File: src/rtl/sound_mixer_if.sv
// Game-logic-to-mixer bundle: event pulses, play length, tone settings and mute going in;
// activity flags, selected channel and speaker pin coming back.
`timescale 1ns/1ps

interface sound_mixer_if #(
    parameter int NUM_CH = 3,
    parameter int DUR_W  = 25,
    parameter int DIV_W  = 16
);
    localparam int SEL_W = (NUM_CH > 1) ? $clog2(NUM_CH) : 1;

    logic [NUM_CH-1:0]       event_in;
    logic [DUR_W-1:0]        dur;
    logic [NUM_CH*DIV_W-1:0] tone_half;
    logic                    mute;
    logic [NUM_CH-1:0]       active;
    logic                    busy;
    logic [SEL_W-1:0]        sel_ch;
    logic                    speaker;

    modport master (
        output event_in, dur, tone_half, mute,
        input  active, busy, sel_ch, speaker
    );

    modport slave (
        input  event_in, dur, tone_half, mute,
        output active, busy, sel_ch, speaker
    );
endinterface

File: src/rtl/sound_mixer.sv
// Multi-channel event sound mixer: per-channel duration timers, fixed-priority channel
// selection and a shared square-wave tone generator driving one speaker pin.
`timescale 1ns/1ps

module sound_mixer #(
    parameter int NUM_CH    = 3,
    parameter int DUR_W     = 25,
    parameter int DIV_W     = 16,
    parameter int RETRIGGER = 1
) (
    input logic          clk,
    input logic          rst,
    sound_mixer_if.slave bus
);
    localparam int SEL_W = (NUM_CH > 1) ? $clog2(NUM_CH) : 1;

    logic [DUR_W-1:0]  timer_q [NUM_CH];
    logic [DUR_W-1:0]  timer_d [NUM_CH];
    logic [NUM_CH-1:0] active_q, active_d;

    logic              busy;
    logic [SEL_W-1:0]  sel;
    logic              busy_prev_q;
    logic [SEL_W-1:0]  sel_prev_q;
    logic              change;

    logic [DIV_W-1:0]  half_raw, half_m1;
    logic [DIV_W-1:0]  cnt_q, cnt_d;
    logic              spk_q, spk_d;
    logic              restart_q, restart_d;

    // NOTE: every variable gets a default at the top of an always_comb so no path can infer a latch.
    always_comb begin
        for (int i = 0; i < NUM_CH; i++) begin
            timer_d[i] = (timer_q[i] != '0) ? timer_q[i] - DUR_W'(1) : '0;
            if (bus.event_in[i] && (bus.dur != '0) && ((RETRIGGER != 0) || (timer_q[i] == '0)))
                timer_d[i] = bus.dur;
            // active mirrors the next timer value so it rises right after the loading edge
            active_d[i] = (timer_d[i] != '0);
        end
    end

    always_comb begin
        sel = '0;
        for (int i = NUM_CH - 1; i >= 0; i--) begin
            if (active_q[i])
                sel = SEL_W'(i);
        end
    end

    assign busy   = |active_q;
    assign change = busy && (!busy_prev_q || (sel != sel_prev_q));

    always_comb begin
        half_raw = '0;
        for (int i = 0; i < NUM_CH; i++) begin
            if (sel == SEL_W'(i))
                half_raw = bus.tone_half[i*DIV_W +: DIV_W];
        end
        // a zero half-period behaves as one, i.e. toggle every cycle
        half_m1 = (half_raw == '0) ? '0 : half_raw - DIV_W'(1);
    end

    // A start or channel switch holds the phase low for two edges before counting resumes.
    always_comb begin
        cnt_d     = cnt_q;
        spk_d     = spk_q;
        restart_d = 1'b0;
        if (!busy) begin
            cnt_d = '0;
            spk_d = 1'b0;
        end else if (change || restart_q) begin
            cnt_d     = '0;
            spk_d     = 1'b0;
            restart_d = change;
        end else if (cnt_q >= half_m1) begin
            cnt_d = '0;
            spk_d = ~spk_q;
        end else begin
            cnt_d = cnt_q + DIV_W'(1);
        end
    end

    // NOTE: state registers use non-blocking assignments so every flop samples pre-edge values.
    always_ff @(posedge clk or posedge rst) begin
        if (rst) begin
            // NOTE: the timer array is reset because the activity flags are derived from it.
            for (int i = 0; i < NUM_CH; i++)
                timer_q[i] <= '0;
            active_q    <= '0;
            busy_prev_q <= 1'b0;
            sel_prev_q  <= '0;
            cnt_q       <= '0;
            spk_q       <= 1'b0;
            restart_q   <= 1'b0;
        end else begin
            for (int i = 0; i < NUM_CH; i++)
                timer_q[i] <= timer_d[i];
            active_q    <= active_d;
            busy_prev_q <= busy;
            sel_prev_q  <= sel;
            cnt_q       <= cnt_d;
            spk_q       <= spk_d;
            restart_q   <= restart_d;
        end
    end

    assign bus.active  = active_q;
    assign bus.busy    = busy;
    assign bus.sel_ch  = sel;
    assign bus.speaker = spk_q & busy & ~change & ~bus.mute;
endmodule

File: src/flat_wrapper.sv
// flat-port wrapper written by rule: the top's interface ports become plain ports
module sound_mixer_flat 
#(
    parameter int NUM_CH    = 3,
    parameter int DUR_W     = 25,
    parameter int DIV_W     = 16,
    parameter int RETRIGGER = 1
)
  (clk, rst, bus_event_in, bus_dur, bus_tone_half, bus_mute, bus_active, bus_busy, bus_sel_ch, bus_speaker);
  sound_mixer_if #(.NUM_CH(NUM_CH), .DUR_W(DUR_W), .DIV_W(DIV_W)) bus_i ();
  input logic clk;
  input logic rst;
  input wire logic [$bits(bus_i.event_in)-1:0] bus_event_in;
  input wire logic [$bits(bus_i.dur)-1:0] bus_dur;
  input wire logic [$bits(bus_i.tone_half)-1:0] bus_tone_half;
  input wire logic [$bits(bus_i.mute)-1:0] bus_mute;
  output wire logic [$bits(bus_i.active)-1:0] bus_active;
  output wire logic [$bits(bus_i.busy)-1:0] bus_busy;
  output wire logic [$bits(bus_i.sel_ch)-1:0] bus_sel_ch;
  output wire logic [$bits(bus_i.speaker)-1:0] bus_speaker;
  assign bus_i.event_in = bus_event_in;
  assign bus_i.dur = bus_dur;
  assign bus_i.tone_half = bus_tone_half;
  assign bus_i.mute = bus_mute;
  assign bus_active = bus_i.active;
  assign bus_busy = bus_i.busy;
  assign bus_sel_ch = bus_i.sel_ch;
  assign bus_speaker = bus_i.speaker;
  sound_mixer #(.NUM_CH(NUM_CH), .DUR_W(DUR_W), .DIV_W(DIV_W), .RETRIGGER(RETRIGGER)) u_core (.clk(clk), .rst(rst), .bus(bus_i));
endmodule
File: config.mk
export PLATFORM = sky130hd
export DESIGN_NAME = sound_mixer_flat
export DESIGN_NICKNAME = d
export VERILOG_FILES = /design/src/rtl/sound_mixer_if.sv /design/src/rtl/sound_mixer.sv /design/src/flat_wrapper.sv
export SDC_FILE = /design/constraint.sdc
export NUM_CORES = 1
export LEC_CHECK = 0
export BUFFER_PORTS_ARGS = -buffer_cell sky130_fd_sc_hd__buf_2
export CAP_MARGIN = 25
export CORE_ASPECT_RATIO = 1.25
export CORE_MARGIN = 2
export CORE_UTILIZATION = 58
export CTS_BUF_LIST = sky130_fd_sc_hd__clkbuf_4 sky130_fd_sc_hd__clkbuf_8 sky130_fd_sc_hd__clkbuf_16
export CTS_CLUSTER_DIAMETER = 40
export DETAILED_ROUTE_END_ITERATION = 6
export PLACE_DENSITY_LB_ADDON = 0.3
export RECOVER_POWER = 100
export SLEW_MARGIN = 20
export SYNTH_ARGS = -nofsm -noshare
export SYNTH_HDL_FRONTEND = slang
export SYNTH_SLANG_ARGS = --single-unit
File: constraint.sdc
create_clock -name clk -period 13.3 [get_ports clk]
set_input_delay 0.665 -clock clk [delete_from_list [all_inputs] [get_ports clk]]
set_output_delay 0.665 -clock clk [all_outputs]
set_load 0.1 [all_outputs]
==> key figures, run 1 <==
Layout
  – FF/Latch Area: roughly 0.0025 mm^2
  – Area of the multi-input gates: 0.00381 mm^2
  – Commonest cells after routing, fill and taps aside: nand2_1 (114), dfrtp_1 (99), buf_2 (78)
  – Commonest non-fill, non-tap cell in the layout: nand2_1
  – Area Growth Syn to Fin: 12.0%
  – Ant. Diodes: 0
  – Final Instance Area: 0.00730 mm^2
  – Fillers: 907
  – Nets: 934
  – Share of layout cells above drive strength 1: about 14%

Setup path
  – Crit start category: flop
  – Worst setup EP type: flop
  – Slowest CP cell: or4_1
  – Worst EP required: 13.54 ns
  – Maximum fanout along the worst path: 18
  – Crit path cell chain: nor2b_1 > buf_4 > a22o_1 > a21oi_1 > and4_1 > nand4_1 > nor3_1 > nand3_1 > and2_0 > ha_1 > nand2b_1 > a21o_1 > a21oi_1 > o21ai_0 > a2111oi_0 > a2111oi_0 > or4_1 > mux2_2
  – Crit-path max cell delay: just over 0.7 ns
  – CP arrival: 6.02 ns
  – Worst Setup Path Type: reg -> reg

STA
  – Slew headroom: -125%
  – Fmax: 0.173 GHz
  – Unrepaired setup endpoints after global routing: false
  – Clock skew: between 0.008 and 0.009 ns
  – Final Hold Fails: 0
  – Final setup viols: 0
  – Tcrit/Tclk final: 43.5%
  – Setup TNS Final: 0 ns
  – Max Slew Vio Count: approximately 110
  – Tmin final: 5.79 ns
  – Least-Margin Pin Slew: 3.38 ns

Floorplan
  – I/O pin count: 86
  – Chip height: 123 um
  – Row cnt: 43
  – Starting Density: 59.1%
  – Core ar.: between 0.01 and 0.015 mm^2
  – Die ar.: 0.0121 mm^2
  – Die X: between 90 and 100 um

Status
  – Status: complete, but fails checks
  – Failing checks: max-capacitance violations, max-slew violations

Routing
  – Vias: 6202
  – Starting DRC count in detailed routing: roughly 460
  – WL final: 18.3 mm
  – TritonRoute pass-1 iters: 6
  – Routed length per instance: between 15 and 20 um
  – Residual DRC: 0
  – Antenna Violating Nets Remaining: 0
  – Via density per instance: 6.37

Synthesis
  – Adder-cell area share of the yosys netlist: 4.22%
  – Syn nets: between 800 and 900
  – Post-synthesis async set-or-reset flop share: 100%
  – Netlist cell types: 58
  – Post-synthesis mux area share: 1.56%
  – Ys Warns: 0
  – Gate count of the mapped netlist: 761
  – Syn Area/Cell: 8.56 um^2
  – Post-synthesis xor/xnor area fraction: 11.3%
  – Post-synth EDFFs: 0
  – Synth Area in Compound Gates: roughly 15%
  – Seq/Total Area, Yosys: 38.0%
  – Main combinational cell family by area after synthesis: simple AND/OR/NAND/NOR gates
  – Simple-gate share of the synthesized area: 27.0%
  – Register bit total from synthesis: just under 100
  – Syn Std Cell Area: 0.00652 mm^2
  – Primary FF master, synth: dfrtp_1

Flow run
  – Total of max-cap violations: 3

Clock tree
  – Clk sinks: 99
  – Clock root cell: clkbuf_16
  – TritonCTS clock tree: done
  – Clk buf depth: 2
  – Setup Fix Bufs, Post-CTS: 0
  – Clock-pin slew on the worst setup and hold paths: roughly 0.07 ns
  – CTS Hold Buffers Added: 0
  – Cts bufs inserted: 9
  – Cts repair resizes: 0
  – H-tree levels: 3
  – Worst skew pair latency: ~0.35 ns

Place
  – Port bufs: between 80 and 90
  – Hpwl dp: 13.7 mm
  – GP Congestion: 0.963
  – Cell Area, Placed: 0.00705 mm^2

Global route
  – Initial antenna violation count: 0
  – Largest net degree at the start of global routing: 65
  – First-pass GRT wire length: 29.8 mm
  – Grt total ovfl: 0
  – Vias in the first global route: 6229
  – Overall routing resource usage: a little under a third

Power
  – PwrDens: 112 mW/mm^2
  – Leak Pwr: 0.00305 uW
  – Worst vdd ir: about 0.000083 V

Worst hold path
  – Worst Hold Class: reg -> reg
[cells by family after synthesis]
group	after synthesis
DFF	99
AOI/OAI and AO/OA	153
buffers and inverters	48
adders and majority gates	22
muxes	10
xor gates and xnor gates	84
and+or+nand+nor	345
[where the power goes]
group          internal, uW  switching, uW
clock network           154            114
registers               335           38.4
logic                  76.1            101
total                   565            254
[worst max-delay path, delay by kind of cell, from the launching register on]
| kind | cells | cell delay [ns] |
|---|---|---|
| compound gates | 7 | 1.38 |
| fa+ha+maj | 1 | 0.27 |
| buf+inv | 1 | 0.24 |
| flops | 1 | 0.66 |
| mux | 1 | 0.38 |
| simple gates | 8 | 2.74 |
[area by class of cell]
class,instances,area share [%]
Clock buffer,11,3.38
Inverter,16,0.840
Tap cell,135,2.31
Timing Repair Buffer,93,6.43
Multi-Input combinational cell,614,52.3
Sequential cell,99,33.9
Clock inverter,5,0.840
[flip-flops by register name, indices dropped and copies added, names as in the netlist]
| register | cells |
|---|---|
| u_core.bus.active | 3 |
| u_core.busy_prev_q | 1 |
| u_core.cnt_q | 16 |
| u_core.restart_q | 1 |
| u_core.sel_prev_q | 2 |
| u_core.spk_q | 1 |
| u_core.timer_q | 75 |
[metrics by stage]
stage	setup slack, ns	utilization, %	hold WS (ns)	std cells	total power [uW]
4_1_cts	7.55	66.7	0.352	973	821
3_3_place_gp	7.84	63.9	0.519	957	543
5_1_grt	6.86	66.2	0.580	973	859
3_5_place_dp	7.59	63.9	0.541	957	552
2_1_floorplan	7.14	-	0.476	761	494
6_report	7.51	66.2	0.558	973	819
[layer usage]
layer,part of all wire [%],routed length (um),track usage [%]
met2,51,9310,56.0
met1,38,6880,35.4
met5,0,0,0
met3,7.2,1310,5.47
met4,4.2,775,14.6
[cell usage after synthesis (all sizes together), types with 2 or more instances]
cell type | n | area [um^2]
nor3 | 21 | 116
nand2 | 114 | 428
nand4 | 10 | 62.6
o31ai | 24 | 180
a22o | 8 | 70.1
a21boi | 4 | 30.0
o21ai | 63 | 323
nand4b | 3 | 26.3
dfrtp | 99 | 2480
a211o | 2 | 17.5
nor4b | 2 | 32.5
nor3b | 6 | 45.0
clkbuf | 23 | 86.3
buf | 9 | 50.1
nand2b | 5 | 31.3
xor2 | 34 | 298
and4 | 3 | 26.3
inv | 16 | 60.1
a31oi | 3 | 18.8
and3 | 6 | 37.5
a22oi | 2 | 15.0
or3 | 13 | 81.3
or4 | 19 | 154
a2111oi | 4 | 35.0
and2 | 3 | 18.8
a21oi | 21 | 105
ha | 22 | 275
a21o | 7 | 52.6
nor4 | 30 | 200
nand3 | 20 | 100
nor2 | 70 | 263
mux2i | 9 | 90.1
a221oi | 5 | 43.8
nor2b | 9 | 56.3
xnor2 | 50 | 438
a211oi | 5 | 37.5
or2 | 7 | 43.8
[worst paths after layout]
kind | start | to | slack [ns] | cells past startpoint
worst max-delay path | u_core.bus.active[0] | u_core.spk_q | 7.51 | 18
worst min-delay path | u_core.cnt_q[0] | u_core.cnt_q[0] | 0.56 | 1
worst max register to register | u_core.bus.active[0] | u_core.spk_q | 7.51 | 18
worst min register to register | u_core.cnt_q[0] | u_core.cnt_q[0] | 0.56 | 1
max in group asynchronous | rst | u_core.timer_q[22] | 8.81 | 3
min in group asynchronous | rst | u_core.busy_prev_q | 0.69 | 2
(Power assumes the default switching activity.)
==> inputs of run 2 (changes only) <==
--- a/config.mk
+++ b/config.mk
@@ -5,6 +5,7 @@
 export SDC_FILE = /design/constraint.sdc
 export NUM_CORES = 1
 export LEC_CHECK = 0
+export ABC_AREA = 1
 export BUFFER_PORTS_ARGS = -buffer_cell sky130_fd_sc_hd__buf_2
 export CAP_MARGIN = 25
 export CORE_ASPECT_RATIO = 1.25
==> constraint.sdc (replaced) <==
create_clock -name clk -period 5.7 [get_ports clk]
set_input_delay 0.285 -clock clk [delete_from_list [all_inputs] [get_ports clk]]
set_output_delay 0.285 -clock clk [all_outputs]
set_load 0.1 [all_outputs]
==> key figures, run 2 <==
Clock tree
  – Clk sinks: 99 (unchanged)
  – Clock-pin slew on the worst setup and hold paths: 0.08 ns (about the same)
  – Worst skew pair latency: 0.36 ns (about the same)
  – Cts repair resizes: 0 (unchanged)
  – Clk buf depth: 2 (unchanged)
  – CTS Hold Buffers Added: 0 (unchanged)
  – Cts bufs inserted: 9 (unchanged)
  – TritonCTS clock tree: done
  – H-tree levels: 3 (unchanged)
  – Clock root cell: clkbuf_16
  – Setup Fix Bufs, Post-CTS: 0 (unchanged)

Setup path
  – Worst path buffer plus inverter count: 2 (+1)
  – Critical Path Stages: 18 (unchanged)
  – Crit-path max cell delay: 0.69 ns (-0.03 ns)
  – FF-to-FF setup slack: 1.34 ns (-6.18 ns)
  – Most used cell, CP: a21oi_1
  – Crit path max-delay family: simple AND/OR/NAND/NOR gates
  – Crit path cell chain: nor2_1 > nand2_4 > clkinvlp_2 > a21oi_1 > inv_2 > nor2_2 > nand2_1 > nor2_4 > nand4_2 > nand3_2 > ha_1 > a21oi_1 > o21ai_0 > a21oi_1 > nand3_1 > nor2_2 > nand2_2 > nor3b_1
  – Worst R2R Path Depth: 18 (unchanged)
  – Slowest CP cell: clkinvlp_2
  – CP arrival: 4.63 ns (-1.39 ns)
  – Maximum fanout along the worst path: 18 (unchanged)
  – FF-to-FF Start: u_core.bus.active[1]
  – Worst Setup Path Type: reg -> reg
  – Critical Path Start: u_core.bus.active[1]
  – CP endpoint: u_core.cnt_q[8]
  – Crit start category: flop
  – Worst EP required: 5.96 ns (-7.58 ns)
  – Reg2Reg Capture Point: u_core.cnt_q[8]
  – Worst setup EP type: flop

Synthesis
  – Register bit total from synthesis: 99 (unchanged)
  – Post-synthesis async set-or-reset flop share: 100% (unchanged)
  – Ys Warns: 0 (unchanged)
  – Seq/Total Area, Yosys: 31.0% (-7.0 points)
  – Post-synth EDFFs: 0 (unchanged)
  – Syn Area/Cell: 6.18 um^2 (-28%)
  – Syn Std Cell Area: 0.00800 mm^2 (+23%)
  – Primary FF master, synth: dfrtp_1
  – Syn nets: 1396 (+62%)
  – Most common cell in the netlist: nand2_1
  – Cell taking the most area after synthesis: dfrtp_1
  – Largest cells by area after synthesis: dfrtp_1 (31%), nand2_1 (16%), nor2_1 (15%), inv_1 (9.0%), nand3_1 (5.4%)
  – Commonest cells post-synth: nand2_1 (343), nor2_1 (329), inv_1 (191), dfrtp_1 (99), nand3_1 (87)
  – Netlist cell types: 37 (-36%)
  – Gate count of the mapped netlist: 1295 (+70%)
  – Yosys top cell area share: 31.0% (-7.0 points)

Power
  – Leak Pwr: 0.00481 uW (+58%)
  – PwrDens: 232 mW/mm^2 (+110%)
  – Worst vdd ir: 0.000131 V (+59%)

Status
  – Failing checks: max-capacitance violations, max-slew violations
  – Status: complete, but fails checks

Global route
  – Largest net degree at the start of global routing: 54 (-17%)
  – Initial antenna violation count: 0 (unchanged)
  – First-pass GRT wire length: 35.6 mm (+20%)
  – Overall routing resource usage: 30.9% (-0.056 points)
  – Vias in the first global route: 7696 (+24%)
  – Grt total ovfl: 0 (unchanged)

Layout
  – Commonest cells after routing, fill and taps aside: nand2_1 (347), nor2_1 (333), inv_1 (191)
  – Max reg flops: 75 (unchanged)
  – Nets: 1478 (+58%)
  – Reg with most FFs: u_core.timer_q
  – Ant. Diodes: 0 (unchanged)
  – Fillers: 1338 (+48%)
  – Share of layout cells above drive strength 1: 10.9% (-2.7 points)
  – Area Growth Syn to Fin: 10.0%
  – Final Instance Area: 0.00880 mm^2 (+21%)
  – Commonest non-fill, non-tap cell in the layout: nand2_1

Floorplan
  – Die ar.: 0.0148 mm^2 (+22%)
  – Die X: 109 um (+10%)
  – Starting Density: 58.7% (-0.43 points)
  – I/O pin count: 86 (unchanged)
  – Row cnt: 48 (+12%)
  – Chip height: 135 um (+10%)
  – Core ar.: 0.0136 mm^2 (+24%)

Worst hold path
  – Worst Min Path Start: bus_dur[17]
  – Worst Hold Class: in -> reg

STA
  – Final Hold Fails: 0 (unchanged)
  – Fmax: 0.229 GHz (+33%)
  – Tmin final: 4.36 ns (-1.42 ns)
  – Clock skew: 0.0148 ns (+0.00590 ns)
  – Final setup viols: 0 (unchanged)
  – Max Slew Vio Count: 102 (-11%)
  – Slew headroom: -84.4% (+41 points)
  – Tcrit/Tclk final: 76.5% (+33 points)
  – Unrepaired setup endpoints after global routing: false
  – Least-Margin Pin Slew: 2.77 ns (-0.614 ns)
  – Setup TNS Final: 0 ns (unchanged)

Routing
  – Residual DRC: 0 (unchanged)
  – Routed length per instance: 14.2 um (-24%)
  – WL final: 22.1 mm (+21%)
  – Via density per instance: 5.25 (-18%)
  – Vias: 8174 (+32%)
  – TritonRoute pass-1 iters: 5 (-1)
  – Antenna Violating Nets Remaining: 0 (unchanged)
  – Starting DRC count in detailed routing: 503 (+9.6%)

Place
  – Cell Area, Placed: 0.00855 mm^2 (+21%)
  – Hpwl dp: 17.4 mm (+26%)
  – Port bufs: 85 (unchanged)
  – GP Congestion: 0.924 (-4.0%)

Flow run
  – Total of max-cap violations: 2 (-1)
==> run 2: cell types whose count changed after synthesis, sizes merged, moves of 19 or more <==
| cell | previous run | this run |
|---|---|---|
| nor2 | 70 | 345 |
| or4 | 19 | 0 |
| inv | 16 | 201 |
| nand3 | 20 | 96 |
| o21ai | 63 | 23 |
| nand2 | 114 | 358 |
| nor4 | 30 | 0 |
| xnor2 | 50 | 16 |
| o31ai | 24 | 0 |
| clkbuf | 23 | 0 |
==> run 2: final cells by class <==
| type | count | area [um^2] | share of cell area, % |
|---|---|---|---|
| well taps | 175 | 219 | 2.49 |
| clock buffers | 10 | 239 | 2.72 |
| repair buffers | 89 | 442 | 5.02 |
| flip-flops and latches | 99 | 2480 | 28.2 |
| multi-input cells | 976 | 4610 | 52.4 |
| clock inverters | 6 | 52.6 | 0.597 |
| inverters | 202 | 763 | 8.67 |
==> run 2: per-stage QoR <==
stage	utilization, %	power [uW]	setup slack (ns)	hold WS (ns)	instances
after floorplan	-	1280	1.91	0.412	1295
after global placement	62.7	1420	2.32	0.401	1541
after detailed placement	62.7	1440	2.07	0.399	1541
after CTS	64.8	2040	2.05	0.0223	1557
after global routing	64.5	2160	0.878	0.180	1557
final	64.5	2040	1.34	0.178	1557
==> run 2: worst min-delay path by stage <==
stage	end	slack [ns]	cells after the start
global placement	u_core.restart_q	0.40	2
finish	u_core.timer_q[17]	0.18	3
CTS	u_core.restart_q	0.02	2
detailed placement	u_core.restart_q	0.40	2
floorplan	u_core.timer_q[69]	0.41	2
global route	u_core.timer_q[17]	0.18	3
==> run 2: kinds of logic (layout without fill, tap and decap cells) <==
logic type,after synthesis,after routing,synth area share (%)
AND/OR/NAND/NOR,844,844,44.5
buffers and inverters,220,307,11.1
flip-flops,99,99,31.0
AO/OA/AOI/OAI,63,63,4.80
XOR/XNOR,47,47,5.15
adder cells (fa/ha/maj),22,22,3.44
==> run 2: layer usage <==
metal  share of wire (%)  routed length (um)  global-route usage (%)
met2                  49               10900                    54.7
met3                 5.8                1280                    4.67
met1                  40                8790                    35.5
met5                   0                   0                       0
met4                 5.0                1110                    16.5
==> run 2: power breakdown <==
part,internal (uW),switching [uW]
Sequential,781,84.0
Clock,316,291
Combinational,208,361
Total,1310,736
==> run 2: tightest hold or removal path: cells and delay by family <==
kind	cells	cell delay, ns
buf+inv	1	0.08
simple gates	2	0.12
==> inputs of run 3 (changes only) <==
--- a/config.mk
+++ b/config.mk
@@ -10,7 +10,7 @@
 export CAP_MARGIN = 25
 export CORE_ASPECT_RATIO = 1.25
 export CORE_MARGIN = 2
-export CORE_UTILIZATION = 58
+export CORE_UTILIZATION = 55
 export CTS_BUF_LIST = sky130_fd_sc_hd__clkbuf_4 sky130_fd_sc_hd__clkbuf_8 sky130_fd_sc_hd__clkbuf_16
 export CTS_CLUSTER_DIAMETER = 40
 export DETAILED_ROUTE_END_ITERATION = 6
==> constraint.sdc (replaced) <==
create_clock -name clk -period 4 [get_ports clk]
set_input_delay 0.2 -clock clk [delete_from_list [all_inputs] [get_ports clk]]
set_output_delay 0.2 -clock clk [all_outputs]
set_load 0.1 [all_outputs]
==> key figures, run 3 (synthesis gave the netlist of run 2 again) <==
Global route
  – Largest net degree at the start of global routing: 69 (+28%)
  – Initial antenna violation count: 0 (unchanged)
  – Top Usage Layer GRT: met2
  – Met2 usage: 49.8% (-4.9 points)
  – M3 GR Usage: 3.50% (-1.2 points)
  – Overall routing resource usage: 28.6% (-2.4 points)
  – First-pass GRT wire length: 36.3 mm (+1.8%)
  – Grt total ovfl: 0 (unchanged)
  – M1 GR Usage: 33.9% (-1.5 points)
  – Vias in the first global route: 7835 (+1.8%)

Setup path
  – Maximum fanout along the worst path: 16 (-2)
  – Critical Path Start: u_core.bus.active[1]
  – FF-to-FF Start: u_core.bus.active[1]
  – Crit-path max cell delay: 0.43 ns (-0.26 ns)
  – Worst path buffer plus inverter count: 2 (unchanged)
  – CP arrival: 3.86 ns (-0.77 ns)
  – Most used cell, CP: nand2_1
  – Reg2Reg Capture Point: u_core.cnt_q[10]
  – Slowest CP cell: dfrtp_1
  – CP endpoint: u_core.cnt_q[10]
  – Worst R2R Path Depth: 22 (+4)
  – Crit path max-delay family: simple AND/OR/NAND/NOR gates
  – FF-to-FF setup slack: 0.43 ns (-0.91 ns)
  – Worst Setup Path Type: reg -> reg
  – Critical Path Stages: 22 (+4)
  – Worst setup EP type: flop
  – Crit start category: flop
  – Worst EP required: 4.29 ns (-1.67 ns)
  – Crit path cell chain: nor2_2 > nand2_4 > nand2_8 > inv_4 > nand2_1 > nand2_1 > a21oi_2 > ha_1 > nand2_1 > nor2_1 > nand4_2 > nand3_1 > ha_1 > a21oi_1 > o21ai_0 > a21oi_1 > nand3_1 > nor2_2 > nand2_2 > inv_2 > nand2_1 > nor2_1

STA
  – Unrepaired setup endpoints after global routing: false
  – Clock skew: 0.0141 ns (-0.000640 ns)
  – Setup TNS Final: 0 ns (unchanged)
  – Final setup viols: 0 (unchanged)
  – Least-Margin Pin Slew: 3.08 ns (+0.311 ns)
  – Tcrit/Tclk final: 89.3% (+13 points)
  – Slew headroom: -106% (-22 points)
  – Max Slew Vio Count: 69 (-32%)
  – Tmin final: 3.57 ns (-0.792 ns)
  – Fmax: 0.280 GHz (+22%)
  – Final Hold Fails: 0 (unchanged)
  – Setup ws final: 0.430 ns (-0.908 ns)

Floorplan
  – Starting Density: 56.0% (-2.7 points)
  – I/O pin count: 86 (unchanged)
  – Core ar.: 0.0143 mm^2 (+4.8%)
  – Die X: 112 um (+2.6%)
  – Row cnt: 49 (+2.1%)
  – Die ar.: 0.0155 mm^2 (+5.3%)
  – Chip height: 139 um (+2.6%)

Clock tree
  – Cts bufs inserted: 9 (unchanged)
  – TritonCTS clock tree: done
  – CTS Hold Buffers Added: 0 (unchanged)
  – H-tree levels: 3 (unchanged)
  – Clock root cell: clkbuf_16
  – Setup Fix Bufs, Post-CTS: 0 (unchanged)
  – Clock-pin slew on the worst setup and hold paths: 0.08 ns (about the same)
  – Cts repair resizes: 0 (unchanged)
  – Clk buf depth: 2 (unchanged)
  – Clk sinks: 99 (unchanged)
  – Worst skew pair latency: 0.36 ns (about the same)

Layout
  – Fillers: 1392 (+4.0%)
  – Nets: 1478 (unchanged)
  – Commonest cells after routing, fill and taps aside: nand2_1 (346), nor2_1 (334), inv_1 (190)
  – Reg with most FFs: u_core.timer_q
  – Share of layout cells above drive strength 1: 11.1% (+0.29 points)
  – Max reg flops: 75 (unchanged)
  – Ant. Diodes: 0 (unchanged)
  – Area of the multi-input gates: 0.00461 mm^2 (about the same)
  – Final Instance Area: 0.00881 mm^2 (about the same)
  – FF/Latch Area: 0.00248 mm^2 (unchanged)
  – Area Growth Syn to Fin: 10.1% (about the same)
  – Commonest non-fill, non-tap cell in the layout: nand2_1
  – Fin util: 61.7% (-2.9 points)
  – Finished Layout Cells: 1560 (+0.19%)

Power
  – Leak Pwr: 0.00482 uW (+0.22%)
  – Worst vdd ir: 0.000207 V (+58%)
  – PwrDens: 328 mW/mm^2 (+41%)

Routing
  – Residual DRC: 0 (unchanged)
  – WL final: 21.6 mm (-2.2%)
  – Antenna Violating Nets Remaining: 0 (unchanged)
  – Via density per instance: 5.16 (-1.6%)
  – Routed length per instance: 13.9 um (-2.4%)
  – Starting DRC count in detailed routing: 397 (-21%)
  – Vias: 8055 (-1.5%)
  – TritonRoute pass-1 iters: 5 (unchanged)

Status
  – Status: complete, but fails checks
  – Failing checks: max-capacitance violations, max-slew violations

Place
  – GP Congestion: 0.930 (+0.58%)
  – Port bufs: 85 (unchanged)
  – Place WS: 0.452 ns (-1.62 ns)
  – Post-Place Cells: 1544 (+0.19%)
  – Cell Area, Placed: 0.00855 mm^2 (about the same)
  – Hpwl dp: 17.1 mm (-1.4%)

Flow run
  – Total of max-cap violations: 1 (-1)

Worst hold path
  – Worst Hold Class: in -> reg
[run 3: layout make-up]
cell class	count	share of cell area, %
Multi-Input combinational cell	976	52.4
Clock buffer	10	2.64
Inverter	202	8.68
Timing Repair Buffer	89	5.04
Sequential cell	99	28.1
Clock inverter	6	0.625
Tap cell	178	2.53
[run 3: worst min-delay path, stage by stage]
cell and delay [ns]:
buf_2 0.11, nand2_1 0.05, nand2_1 0.07
[run 3: worst min path at each step]
stage                               to  slack [ns]         from  depth (start not counted)
floorplan           u_core.timer_q[69]        0.33  bus_dur[19]                          2
global route        u_core.timer_q[52]        0.12   bus_dur[2]                          3
finish              u_core.timer_q[52]        0.11   bus_dur[2]                          3
CTS                       u_core.spk_q        0.07          rst                          2
detailed placement        u_core.spk_q        0.44          rst                          2
global placement    u_core.timer_q[12]        0.44          rst                          2
[run 3: report_power, final]
part	switching (uW)	internal (uW)	total, uW
clock network	414	443	857
logic	502	295	797
registers	119	1110	1230
total	1030	1850	2890
[run 3: metrics by stage]
step,hold WS (ns),power [uW]
final,0.109,2890
after global routing,0.123,3080
after CTS,0.0677,2900
after detailed placement,0.445,2040
after global placement,0.437,2020
after floorplan,0.327,1820
[run 3: metal layers]
| metal | vias up | part of all wire (%) |
|---|---|---|
| met5 | - | 0 |
| met4 | 0 | 5.6 |
| met3 | 74 | 4.7 |
| met2 | 239 | 49 |
| met1 | 3632 | 41 |
| li1 | 4110 | - |
